**config.mk**
```make
export PLATFORM = sky130hd
export DESIGN_NAME = register_file_sb
export DESIGN_NICKNAME = d
export VERILOG_FILES = /design/src/rtl/register_file_sb.sv
export SDC_FILE = /design/constraint.sdc
export NUM_CORES = 1
export LEC_CHECK = 0
export CAP_MARGIN = 10
export CORE_MARGIN = 2
export CORE_UTILIZATION = 55
export CTS_BUF_LIST = sky130_fd_sc_hd__clkbuf_8
export DETAILED_ROUTE_END_ITERATION = 6
export GPL_ROUTABILITY_DRIVEN = 0
export PLACE_DENSITY = 0.85
export SETUP_SLACK_MARGIN = 0.5
export SYNTH_ARGS = -nofsm -noshare
export SYNTH_HDL_FRONTEND = slang
export SYNTH_SLANG_ARGS = --single-unit
```
**constraint.sdc**
```tcl
create_clock -name clk -period 2.1 [get_ports clk]
set_clock_uncertainty 0.2 [all_clocks]
set_input_delay 0.315 -clock clk [delete_from_list [all_inputs] [get_ports clk]]
set_output_delay 0.315 -clock clk [all_outputs]
set_load 0.02 [all_outputs]
```
**src/rtl/register_file_sb.sv**
```systemverilog
// Register file with N combinational read ports, one write port, write-to-read
// bypass, optional hardwired-zero r0, a per-register pending scoreboard and a
// sequential bulk-clear engine that zeroes one register per cycle.
//
// state    | meaning
// ---------+---------------------------------------------------------------
// ST_IDLE  | ready=1, writes and reserves accepted, clearReq starts a clear
// ST_CLEAR | ready=0, regs[idx]/pending[idx] zeroed each cycle, inputs dropped
module register_file_sb #(
  parameter int DataWidth    = 16,
  parameter int NumRegs      = 8,
  parameter int NumReadPorts = 2,
  parameter int ZeroReg      = 1,
  parameter int Bypass       = 1,
  localparam int IndexWidth  = $clog2(NumRegs)
) (
  input  logic                                     clk,
  input  logic                                     rstN,
  input  logic                                     writeEn,
  input  logic [IndexWidth-1:0]                    writeAddr,
  input  logic [DataWidth-1:0]                     writeData,
  input  logic                                     reserveEn,
  input  logic [IndexWidth-1:0]                    reserveAddr,
  input  logic [NumReadPorts-1:0][IndexWidth-1:0]  readAddr,
  output logic [NumReadPorts-1:0][DataWidth-1:0]   readData,
  output logic [NumReadPorts-1:0]                  readBusy,
  input  logic                                     clearReq,
  output logic                                     ready
);

  typedef enum logic {ST_IDLE, ST_CLEAR} state_t;

  // idx carries one extra bit so the end compare works when NumRegs is a power of two
  localparam logic [IndexWidth:0] LastIdx = (IndexWidth+1)'(NumRegs - 1);

  state_t                state_q, state_d;
  logic [IndexWidth:0]   idx_q, idx_d;
  logic [DataWidth-1:0]  regs_q [NumRegs];
  logic [DataWidth-1:0]  regs_d [NumRegs];
  logic [NumRegs-1:0]    pending_q, pending_d;
  logic                  wr_ok;
  logic                  rsv_ok;

  // Guards against indices beyond NumRegs when NumRegs is not a power of two
  function automatic logic in_range(input logic [IndexWidth-1:0] a);
    return int'(a) < NumRegs;
  endfunction

  assign ready = (state_q == ST_IDLE);

  // Qualified write/reserve strobes: only while idle, never to a hardwired r0
  always_comb begin
    wr_ok  = writeEn && ready && in_range(writeAddr)
             && !(ZeroReg != 0 && writeAddr == '0);
    rsv_ok = reserveEn && ready && in_range(reserveAddr)
             && !(ZeroReg != 0 && reserveAddr == '0);
  end

  // Next-state logic for the clear FSM, register array and scoreboard
  always_comb begin
    state_d   = state_q;
    idx_d     = idx_q;
    regs_d    = regs_q;
    pending_d = pending_q;
    case (state_q)
      ST_IDLE: begin
        if (wr_ok) begin
          regs_d[writeAddr]    = writeData;
          pending_d[writeAddr] = 1'b0;
        end
        // a reserve issued alongside a write to the same index leaves it pending
        if (rsv_ok) begin
          pending_d[reserveAddr] = 1'b1;
        end
        if (clearReq) begin
          state_d = ST_CLEAR;
          idx_d   = '0;
        end
      end
      ST_CLEAR: begin
        regs_d[idx_q[IndexWidth-1:0]]    = '0;
        pending_d[idx_q[IndexWidth-1:0]] = 1'b0;
        idx_d                            = idx_q + 1'b1;
        if (idx_q == LastIdx) begin
          state_d = ST_IDLE;
        end
      end
      default: state_d = ST_IDLE;
    endcase
  end

  // State, index, register array and scoreboard flops
  always_ff @(posedge clk or negedge rstN) begin
    if (!rstN) begin
      state_q   <= ST_IDLE;
      idx_q     <= '0;
      regs_q    <= '{default: '0};
      pending_q <= '0;
    end else begin
      state_q   <= state_d;
      idx_q     <= idx_d;
      regs_q    <= regs_d;
      pending_q <= pending_d;
    end
  end

  // Combinational read ports with same-cycle write bypass
  always_comb begin
    for (int i = 0; i < NumReadPorts; i++) begin
      readData[i] = '0;
      readBusy[i] = 1'b0;
      if (!(ZeroReg != 0 && readAddr[i] == '0) && in_range(readAddr[i])) begin
        if (Bypass != 0 && writeEn && ready && writeAddr == readAddr[i]) begin
          readData[i] = writeData;
          // a same-cycle reserve of this index keeps showing the old pending bit
          if (rsv_ok && reserveAddr == readAddr[i]) begin
            readBusy[i] = pending_q[readAddr[i]];
          end
        end else begin
          readData[i] = regs_q[readAddr[i]];
          readBusy[i] = pending_q[readAddr[i]];
        end
      end
    end
  end

endmodule

```
# After elaboration in Yosys (flattened, before gate mapping)
# Index checks and enable logic that the tools add are counted.
# word_totals
register_bits	141
input_bits	33
out_inout_bits	35
word_cells	106
# op_classes
addsub	1
n_lt_le_gt_ge	14
eq_ne	7
mux	42
n_bitwise	12
reduce_logical	19
# ops
op	n
one-hot mux 128 bit (2 select lines)	1
2-to-1 mux 16 bit	10
AND 128 bit	1
bitwise mux 128 bit	1
2-to-1 mux 128 bit	1
inverter 128 bit	1
binary-select mux 16 bit (select 3 bit)	2
demux 16 bit (select 3 bit)	2
2-to-1 mux 8 bit	3
less-than comparator 3 x 4 -> 1 bit (second input constant)	5
AND 8 bit	2
>= comparator 4 bit (second input constant)	4
inverter 3 -> 4 bit	4
inverter 8 bit	2
one-hot mux 8 bit (2 select lines)	1
logical AND 1 bit	13
2-to-1 mux 1 bit	13
equality test 3 bit	4
zero test 3 bit	4
demux 1 bit (select 3 bit)	3
>= comparator 3 x 1 -> 1 bit (second input constant)	3
less-than comparator 4 x 1 -> 1 bit (second input constant)	2
bitwise OR 8 bit	1
one-hot mux 4 bit (2 select lines)	1
other kinds (9)	11

# Logic depth before layout (Yosys ltp)
# logic_depth
ltp_word	11
depth_mapped	7
ltp_nobuf	4

# Least setup slack after synthesis
# No wires, ideal clock.
# synth_timing
path_kind	register to output
from	register state_q
to	output port readData[20] (netlist name)
arrival_ps	1808
required_time_ps	1585
slack_ps	-223
path_stages_with_launch	7
n_path_buf	2
path_cell_list	dfrtp_1 -> nand2b_1 -> buf_6 -> nor4_4 -> buf_2 -> a211oi_1 -> nor3_1
# synth_lines
element	line_no	rtl
start: declaration	36	state_t state_q, state_d;
start signal: assignment	100	state_q <= state_d;
end: declaration	25	output logic [NumReadPorts-1:0][DataWidth-1:0] readData,

# Worst setup path in the final report
# layout_timing
from	register state_q
to	output port readBusy[1]
# layout_via
elab_chain_cells	7
elab_cells_between_ends	9
classes_between	mux: 3; bitwise: 1; reduce/logical: 5
# layout_rtl
element	line_no	rtl
inverter 1 bit (*)	n/a	
logical AND 1 bit	55	rsv_ok = reserveEn && ready && in_range(reserveAddr)
logical AND 1 bit	56	&& !(ZeroReg != 0 && reserveAddr == '0);
logical AND 1 bit	116	if (rsv_ok && reserveAddr == readAddr[i]) begin
2-to-1 mux 1 bit	116	
2-to-1 mux 1 bit (*)	113	if (Bypass != 0 && writeEn && ready && writeAddr == readAddr[i]) begin
2-to-1 mux 1 bit (*)	112	if (!(ZeroReg != 0 && readAddr[i] == '0) && in_range(readAddr[i])) begin
end: declaration	26	output logic [NumReadPorts-1:0] readBusy,
# Mark *: on every way between the ends. The rest lies on a longest branch, timed or not.

==> flow_summary.ini <==
[outcome]
status = complete, but fails checks
failed_checks = design-rule violations, negative setup slack

[layout]
antennaDiodeCount = 0
final_cells = 1099
final_cell_mix = 197 x buf_4, 139 x dfrtp_1, 114 x a22o_1, 67 x mux2i_1, 34 x mux4_2
drive_gt1_frac = 0.4995
layout_commonest_cell = buf_4
num-nets-final = 940
syn_to_final_growth_pct = 46.83
fin_area_sq_um = 11640

[flow_run]
maxCapViolations = 0

[clock_network]
root_buffer = clkbuf_8
cts_buffers = 17
cts_tree = built
cts_buffer_depth = 2
cts.sinks = 141
clk_pin_slew_ns = 0.08
clkLatencyLatePin_ns = 0.48
htree_levels = 4

[sta]
fin_crit_sh = 1.435
finalHoldViolCount = 0
min_period_ns = 3.013
layout_setup_ws_ns = -0.9131
setup-violations-final = 36
worst_pin_slew_ns = 0.9179
rsz0062_at_grt = yes
fmax_mhz = 331.9
drv_slew = 0
maxSlewHeadroom = 0.3861
setup_tns_ns = -22.17

[worst_setup_path]
cp-end-kind = output pin
start_kind = flip-flop
cp_data_arrival_time_ns = 2.50
path_class = flip-flop to output pin
crit_fanout = 10
cp-startpoint = state_q
cp.required_ns = 1.58
timing.rr.start = state_q

[detailed_routing]
drcViolationCount = 103
wl_per_cell_um = 35.04
vias = 8722
detail-route-antenna-nets = 0
drt-initial-drc-count = 1867
viasPerCell = 7.936
postRouteWirelength_mm = 38.51
first_pass_iters = 7

[yosys]
synthXorXnorAreaFrac = 0.01546
yosys.cell_types.count = 43
synth_fp_nets = 708
avgSynthCellArea_sq_um = 11.77
synthAdderAreaFrac = 0.001578
netlist_area_sq_um = 7930
synth-compound-area-share = 0.2094
synthMuxAreaShare = 0.1824
synth-warning-count = 0
synth_top_family_by_area = compound AO/OA/AOI/OAI gates
ys_async_sr_fraction = 1.000
synth_seq_area_share = 0.4449
synth_flop_cell = dfrtp_1
ys_seq_elements = 141
synth-simple-area-share = 0.09309
synth_cells = 674
synth-edff-count = 0

[place]
placed_cells = 1036
postPlaceCellArea_sq_um = 10510
dpl.hpwl_mm = 19.25
io_buffers = 67

[power_and_ir_drop]
p_comb_frac = 0.459
p_int_mw = 7.036
p_clk_frac = 0.198
p_leak_nw = 5.417
power.switching_mw = 4.661
irDropWorstVdd_uv = 878.2
swShare = 0.3985
power.total_mw = 11.70
power_frac_seq = 0.343
p_per_area_nw_per_um2 = 1005

[die]
io_pins = 68
die_y_um = 124.1
num_rows = 43
start_util = 0.5669
die_x_um = 124.1
coreArea_sq_um = 13990
dieArea_sq_um = 15390

[hold_path]
hp-class = input port to async pin

[global_routing]
grt_max_degree = 57
gr-total-overflow = 0
antenna_found_initial = 0
grt_pass1_vias = 8560
gr-usage-all-layers = 0.4723
grt_pass1_wl_mm = 52.23
[final timing paths]
path                       slack [ns]     endpoint  cells after the start
max                             -0.91  readBusy[1]                      7
min                              0.18  regs_q[105]                      2
max reg2reg                         0   regs_q[18]                      9
min reg2reg                      0.31     idx_q[3]                      2
max in group asynchronous        0.83     idx_q[1]                      3
min in group clk                 0.30     idx_q[1]                      2
[flip-flops by register name (all words and copies together) (netlist names)]
register   count
regs_q       128
state_q        1
pending_q      8
idx_q          4
[per-stage QoR]
stage / util / hold WS [ns] / setup WS (ns)
2_1_floorplan: - / -0.1806 / -0.03373
3_3_place_gp: 0.7513 / 0.06984 / -1.164
3_5_place_dp: 0.7513 / 0.06983 / -1.127
4_1_cts: 0.8091 / 0.1466 / -0.6270
5_1_grt: 0.8324 / 0.2091 / -0.9536
6_report: 0.8324 / 0.1817 / -0.9131
[routing by layer]
metal  global-route usage  part of all wire  vias to the layer above
li1                     -                 -                     3068
met4               0.3539              0.11                        0
met2               0.6783              0.41                     1121
met5              0.01736                 0                        -
met3               0.2010              0.17                      431
met1               0.5608              0.31                     4102
[Yosys cell counts, types with 3 or more instances]
cell type	n	area, sq um
buf_1	17	63.81
nand2_1	8	30.03
a41oi_1	3	26.28
xor2_1	6	52.55
nor4_4	3	63.81
dfrtp_1	141	3528
nand2b_1	5	31.28
a22o_1	115	1007
clkbuf_1	24	90.09
mux4_2	34	765.7
nor2_1	34	127.6
xnor2_1	8	70.07
o21ai_0	4	20.02
buf_6	5	56.30
o22ai_1	32	200.2
nor3_1	34	170.2
nor2b_1	22	137.6
buf_2	28	140.1
buf_4	8	60.06
mux2i_1	68	680.7
nor2_2	8	50.05
a31oi_2	3	37.54
a211oi_1	32	240.2
[critical path, stage by stage, from the launching register on]
cell	delay, ns
dfrtp_1	0.42
buf_4	0.20
nor2b_1	0.12
buf_4	0.18
o31a_1	0.26
a41oi_2	0.14
nor3_2	0.45
buf_4	0.24
[power groups by stage]
stage | clock (mW) | sequential, mW | combinational, mW
global placement | 0 | 3.76 | 4.10
CTS | 2.25 | 3.83 | 4.73
detailed placement | 0 | 3.85 | 4.27
finish | 2.32 | 4.01 | 5.37
global route | 2.41 | 3.99 | 5.42
floorplan | 0 | 3.65 | 2.49
[cell type report]
class | instances | area [sq um]
clock buffers | 21 | 289.0
clock inverters | 11 | 115.1
fillers | 603 | 2345
inverters | 3 | 11.26
multi-input cells | 449 | 4632
flip-flops and latches | 141 | 3531
well taps | 180 | 225.2
repair buffers | 294 | 2840
[timing repair]
| action | in CTS | in global routing |
|---|---|---|
| hold buffers | 1 | 0 |
| resized for setup | 229 | 62 |
| endpoints found under the setup margin | 172 | 172 |
| buffers inserted | 17 | 7 |
| hold endpoints to repair | 85 | 0 |
| cloned | 5 | 1 |
| pin swaps | 14 | 15 |
[logic make-up (layout without fill, tap and decap cells)]
kind of cell | count (synthesis) | count (layout)
muxes | 102 | 102
AOI/OAI and AO/OA | 204 | 204
adders and majority gates | 1 | 1
DFF | 141 | 141
buffers and inverters | 85 | 329
and+or+nand+nor | 127 | 128
xor gates and xnor gates | 14 | 14
(Power assumes the default switching activity.)
